===== src/rtl/reg_file_core.sv =====
// Memory-mapped register file: synchronous writes, combinational reads, invalid addresses ignored/read as zero.
// Optional access-error reporting (err, err_sticky) is built when REG_FILE_ERR_EN is defined.
module reg_file_core #(
  parameter int NUM_REGS = 4,
  parameter int DATA_W   = 32,
  parameter int ADDR_W   = 8
) (
  input  logic              clk,
  input  logic              rst_n,
  input  logic              we,
  input  logic              re,
  input  logic [ADDR_W-1:0] addr,
  input  logic [DATA_W-1:0] wdata,
`ifdef REG_FILE_ERR_EN
  output logic              err,
  output logic              err_sticky,
`endif
  output logic [DATA_W-1:0] rdata
);

  localparam int IDX_W = ADDR_W - 2;

  logic [DATA_W-1:0]   regs_r [NUM_REGS];
  logic [IDX_W:0]      index_s;
  logic                valid_s;
  logic [NUM_REGS-1:0] wsel_s;
  logic [DATA_W-1:0]   rdata_s;

  // Index is zero-extended by one bit so NUM_REGS == 2**IDX_W still compares correctly.
  assign index_s = {1'b0, addr[ADDR_W-1:2]};
  assign valid_s = (addr[1:0] == 2'b00) && (index_s < (IDX_W+1)'(NUM_REGS));

  // Address decode into one-hot write selects and the read mux.
  always_comb begin
    wsel_s  = {NUM_REGS{1'b0}};
    rdata_s = {DATA_W{1'b0}};
    for (int i = 0; i < NUM_REGS; i++) begin
      if (index_s == (IDX_W+1)'(i)) begin
        wsel_s[i] = we && valid_s;
        if (re && valid_s) begin
          rdata_s = regs_r[i];
        end else begin
          rdata_s = rdata_s;
        end
      end else begin
        wsel_s[i] = 1'b0;
      end
    end
  end

  assign rdata = rdata_s;

  // Register storage; reset wins over a same-edge write.
  always_ff @(posedge clk) begin
    if (!rst_n) begin
      for (int i = 0; i < NUM_REGS; i++) begin
        regs_r[i] <= {DATA_W{1'b0}};
      end
    end else begin
      for (int i = 0; i < NUM_REGS; i++) begin
        if (wsel_s[i]) begin
          regs_r[i] <= wdata;
        end
      end
    end
  end

`ifdef REG_FILE_ERR_EN
  logic err_s;
  logic err_sticky_r;

  assign err_s      = (we || re) && !valid_s;
  assign err        = err_s;
  assign err_sticky = err_sticky_r;

  // Sticky error flag, cleared only by reset.
  always_ff @(posedge clk) begin
    if (!rst_n) begin
      err_sticky_r <= 1'b0;
    end else if (err_s) begin
      err_sticky_r <= 1'b1;
    end
  end
`endif

endmodule


===== config.mk =====
export PLATFORM = sky130hd
export DESIGN_NAME = reg_file_core
export DESIGN_NICKNAME = d
export VERILOG_FILES = /design/src/rtl/reg_file_core.sv
export SDC_FILE = /design/constraint.sdc
export NUM_CORES = 1
export LEC_CHECK = 0
export BUFFER_PORTS_ARGS = -buffer_cell sky130_fd_sc_hd__buf_2
export CAP_MARGIN = 15
export CORE_UTILIZATION = 30
export CTS_CLUSTER_SIZE = 16
export DETAILED_ROUTE_END_ITERATION = 16
export SYNTH_ARGS = -nofsm -noshare
export SYNTH_HDL_FRONTEND = slang
export SYNTH_SLANG_ARGS = --single-unit

===== constraint.sdc =====
create_clock -name clk -period 10.4 [get_ports clk]
set_input_delay 1.56 -clock clk [delete_from_list [all_inputs] [get_ports clk]]
set_output_delay 1.56 -clock clk [all_outputs]
set_load 0.01 [all_outputs]

### Word-level counts from Yosys, hierarchy flattened

Memory sizes are Yosys's and may differ from the RTL's.
Cells that the tools add are included.

| word-level totals | value |
|---|---|
| flip-flop bits (word level) | 0 |
| bits in latches | 0 |
| bits in writable memories | 128 |
| bits in read-only memories | 0 |
| input port bits | 44 |
| output and inout port bits | 32 |
| word-level logic and storage cells | 43 |
| memories | 1 |

| cells by class | value |
|---|---|
| add/subtract/negate cells | 0 |
| multipliers | 0 |
| divide/modulo/power cells | 0 |
| $lt $le $gt $ge | 1 |
| equal/unequal tests | 3 |
| shifts and indexed selects | 0 |
| muxes and demuxes | 29 |
| bitwise operators | 4 |
| reduce and logical (&&, ||, !) cells | 5 |

Memories:

| name | depth | width | read ports | clocked after memory_dff | wr ports | line | source |
|---|---|---|---|---|---|---|---|
| regs_r | 4 | 32 | 4 | 0 | 4 | 23 | `logic [DATA_W-1:0] regs_r [NUM_REGS];` |

Operators by type and width:

| cell | number |
|---|---|
| $mux W32 | 12 |
| $mux W1 | 17 |
| $eq A6 B2 Y1 const B | 2 |
| $logic_not A7 Y1 | 1 |
| $eq A6 B1 Y1 const B | 1 |
| $lt A6 B3 Y1 const B | 1 |
| $or A1 B1 Y1 | 4 |
| $logic_and A1 B1 Y1 | 3 |
| $logic_not A2 Y1 | 1 |

### Logic depth before layout (Yosys ltp)

| depth | value |
|---|---|
| depth after elaboration | 11 |
| depth in mapped cells | 6 |

### Least setup slack after synthesis

No wires, ideal clock.

| path | value |
|---|---|
| kind | input to register |
| start | input port addr[1] |
| end | memory regs_r[0][0], enable pin |
| setup time | 0.511 ns |
| data arrival time | 5.755 ns |
| setup slack | 4.134 ns |
| cell stages on the path | 4 |
| cells stage by stage | or4_1 -> buf_2 -> buf_2 -> o41ai_1 |

RTL lines:

| item | line | source |
|---|---|---|
| start: declaration | 12 | `input logic [ADDR_W-1:0] addr,` |
| end: declaration | 23 |  |

### Final worst setup path

| path | value |
|---|---|
| start | input port addr[2] |
| end | output port rdata[30] |

| on the way | value |
|---|---|
| longest elaborated chain between the ends | 11 |
| elaborated cells between the ends (all ways) | 15 |
| those cells by class | 1 x order compare; 3 x eq/ne; 8 x mux; 3 x reduce/logical |

RTL lines:

| item | line | source |
|---|---|---|
| $lt A6 B3 Y1 | 31 | `assign valid_s = (addr[1:0] == 2'b00) && (index_s < (IDX_W+1)'(NUM_REGS));` |
| $logic_and A1 B1 Y1 | 31 |  |
| $logic_and A1 B1 Y1 | 40 | `if (re && valid_s) begin` |
| $mux W32 | 40 |  |
| $mux W32 | 38 | `if (index_s == (IDX_W+1)'(i)) begin` |
| $mux W32 | 40 |  |
| $mux W32 | 38 |  |
| $mux W32 | 40 |  |
| $mux W32 | 38 |  |
| $mux W32 | 40 |  |
| $mux W32 * | 38 |  |
| end: declaration | 18 | `output logic [DATA_W-1:0] rdata` |

Mark *: on every way between the ends. The rest lies on a longest branch, timed or not.

==> run summary <==
status -> completed
library cells used by synthesis -> 19
vias in the first global route -> 5,130
Syn-to-layout area delta -> 14.3%
DR iter-0 viols -> 398
RePlAce Congestion -> 0.696
Post-synth EDFFs -> 128
largest net degree at the start of global routing -> 94
vias post-DR -> 5,119
Final Hold Viols -> 0
cts bufs inserted -> 17
CTS Sinks -> 128
Critical Path End -> rdata[30]
Setup Buffers After CTS -> 0
WL/cell -> 21.4 um
CP Class -> primary input to primary output
post-route setup TNS -> 0 ns
syn avg cell area -> 13.8 um^2
Max-Cap Viols -> 0
gr ovfl total -> 0
internal power -> 984 uW
# DRC -> 0
Setup violations, final -> 0
min Tclk post-route -> 5.68 ns
DP HPWL -> 11,000 um
die area -> 25,800 um^2
Mapped Nets -> 592
fmax -> 176 MHz
Hold Crit Class -> primary input to register
Clock Power Share -> 43.4%
biggest regs -> regs_r: 128 flops
Startpoint Class -> primary input
row cnt -> 57
final wirelength -> 19,400 um
Max clock buf depth -> 2
Largest Register -> regs_r
layout cell share with drive strength beyond 1 -> 46.9%
Hold Path Depth -> 3
Pins Over Slew Limit -> 0
Critical Path AT -> 4.12 ns
CTS root buf -> clkbuf_16
drt pass-1 iters -> 5
Post-synth ARST share -> 0%
Most used DFF post-synth -> edfxtp_1
Seq pwr share -> 46.3%
Psw -> 313 uW
Tcrit/Tclk final -> 54.6%
combinational share of power -> 10.3%
CTS H-tree lvls -> 4
Rel. slew slack -> 31.6%
pwr/cell area -> 150 nW/um^2
switch share -> 24.2%
Post-Syn Area -> 7560 um^2
synthesis warning total -> 0
CTS hold repair buffers -> 0
# IOs -> 76
Synth Instances -> 548
Ant. Diodes -> 0
critical path endpoint category -> primary output
number of port buffers -> 75
Worst Path Required -> 8.84 ns
hold path startpoint -> wdata[29]
max reg flops -> 128
Fillers -> 2,379
die span in y -> 161 um
Worst Hold Slack -> 1.54 ns
sequential area share after synthesis -> 50.8%
Worst Setup SP -> addr[2]
CP max FO -> 93
flops & latches, synth -> 128
vias per cell -> 5.66
RSZ-0062 raised after global routing -> no
initial antenna violation count -> 0
total track usage -> 15.3%
post_cts resized -> 0
first-pass GRT wire length -> 30,400 um
worst slew pin tran -> 1.03 ns
Routed Antenna Nets -> 0
die width -> 161 um
CTS tree -> done
P_leak -> 0.00247 uW
clock slew seen by the registers of the worst setup and hold paths -> 0.06 ns
CORE AREA -> 24,500 um^2
Initial Utilization -> 30.8%
NumNets Final -> 613
Max rail drop VDD -> 0.0658 mV
==> kinds of logic (layout without fill, tap and decap cells) <==
| kind of cell | after synthesis | count (layout) | share of synthesized area, % |
|---|---|---|---|
| compound gates | 4 | 4 | 0.463 |
| flops | 128 | 128 | 50.8 |
| buf+inv | 90 | 122 | 5.59 |
| mux | 32 | 32 | 9.53 |
| simple gates | 294 | 294 | 33.6 |
==> critical path, stage by stage <==
cell    delay, ns
buf_4        0.60
buf_4        0.88
mux4_2       0.61
and4_1       0.23
buf_2        0.14
==> cells in the mapped netlist, types with 2 or more instances <==
cell type	instances	area share, %
nand3b_1	64	6.4
buf_2	8	0.53
buf_6	9	1.3
or3b_2	33	3.8
buf_4	2	0.20
nor4_1	49	4.1
inv_1	2	0.099
mux4_2	32	9.5
nor4_2	80	13
and4_1	32	3.7
buf_1	14	0.70
clkbuf_1	55	2.7
edfxtp_1	128	51
nand3_1	32	2.1
o41ai_1	4	0.46
==> power by group through the flow <==
stage	Combinational [uW]	Clock, uW	Sequential [uW]
floorplan	94.4	0	609
global placement	130	0	610
detailed placement	134	0	611
CTS	134	575	600
global route	143	593	603
finish	134	563	600
==> metal layers <==
layer | GRT usage (%) | vias up | routed length (um)
met5 | 0 | - | 0
met4 | 4.67 | 0 | 280
met2 | 24.5 | 159 | 9410
li1 | - | 2306 | -
met3 | 3.46 | 19 | 1020
met1 | 20.6 | 2635 | 8660
==> layout make-up <==
type	instances	area, um^2	area share (%)
Tap cell	324	405	4.69
Multi-Input combinational cell	330	3350	38.7
Clock inverter	13	124	1.43
Inverter	2	7.51	0.0868
Timing Repair Buffer	90	493	5.70
Clock buffer	17	425	4.92
Sequential cell	128	3840	44.5
==> through the flow <==
| step | area, um^2 | setup slack [ns] | util (%) | total power, uW | std cells |
|---|---|---|---|---|---|
| after floorplan | 7560 | 4.13 | - | 703 | 548 |
| after global placement | 8100 | 4.79 | 33.0 | 740 | 874 |
| after detailed placement | 8100 | 4.72 | 33.0 | 745 | 874 |
| after CTS | 8650 | 4.72 | 35.2 | 1310 | 904 |
| after global routing | 8650 | 4.53 | 35.2 | 1340 | 904 |
| final | 8650 | 4.72 | 35.2 | 1300 | 904 |
==> how the worst min path moves through the flow <==
stage / to / slack [ns]
3_5_place_dp: regs_r[1][31] / 1.97
2_1_floorplan: regs_r[1][31] / 1.82
3_3_place_gp: regs_r[3][19] / 1.96
6_report: regs_r[3][29] / 1.54
4_1_cts: regs_r[3][6] / 1.53
5_1_grt: regs_r[3][6] / 1.54
==> layout by cell type, fill, tap and decap left out <==
master / Yosys / routed
edfxtp_1: 128 / 128
nor4_2: 80 / 81
buf_2: 8 / 73
nand3b_1: 64 / 64
nor4_1: 49 / 48
or3b_2: 33 / 33
mux4_2: 32 / 32
and4_1: 32 / 32
nand3_1: 32 / 32
clkbuf_16: 0 / 17
buf_4: 2 / 17
clkinv_2: 0 / 5
o41ai_2: 0 / 4
clkinvlp_4: 0 / 3
inv_1: 2 / 2
bufinv_16: 0 / 2
clkinv_1: 0 / 2
nor2_2: 0 / 1
or4_4: 0 / 1
or2_4: 0 / 1
nand2_4: 0 / 1
clkinv_4: 0 / 1
Note: power is estimated with default switching activity, not from simulation.
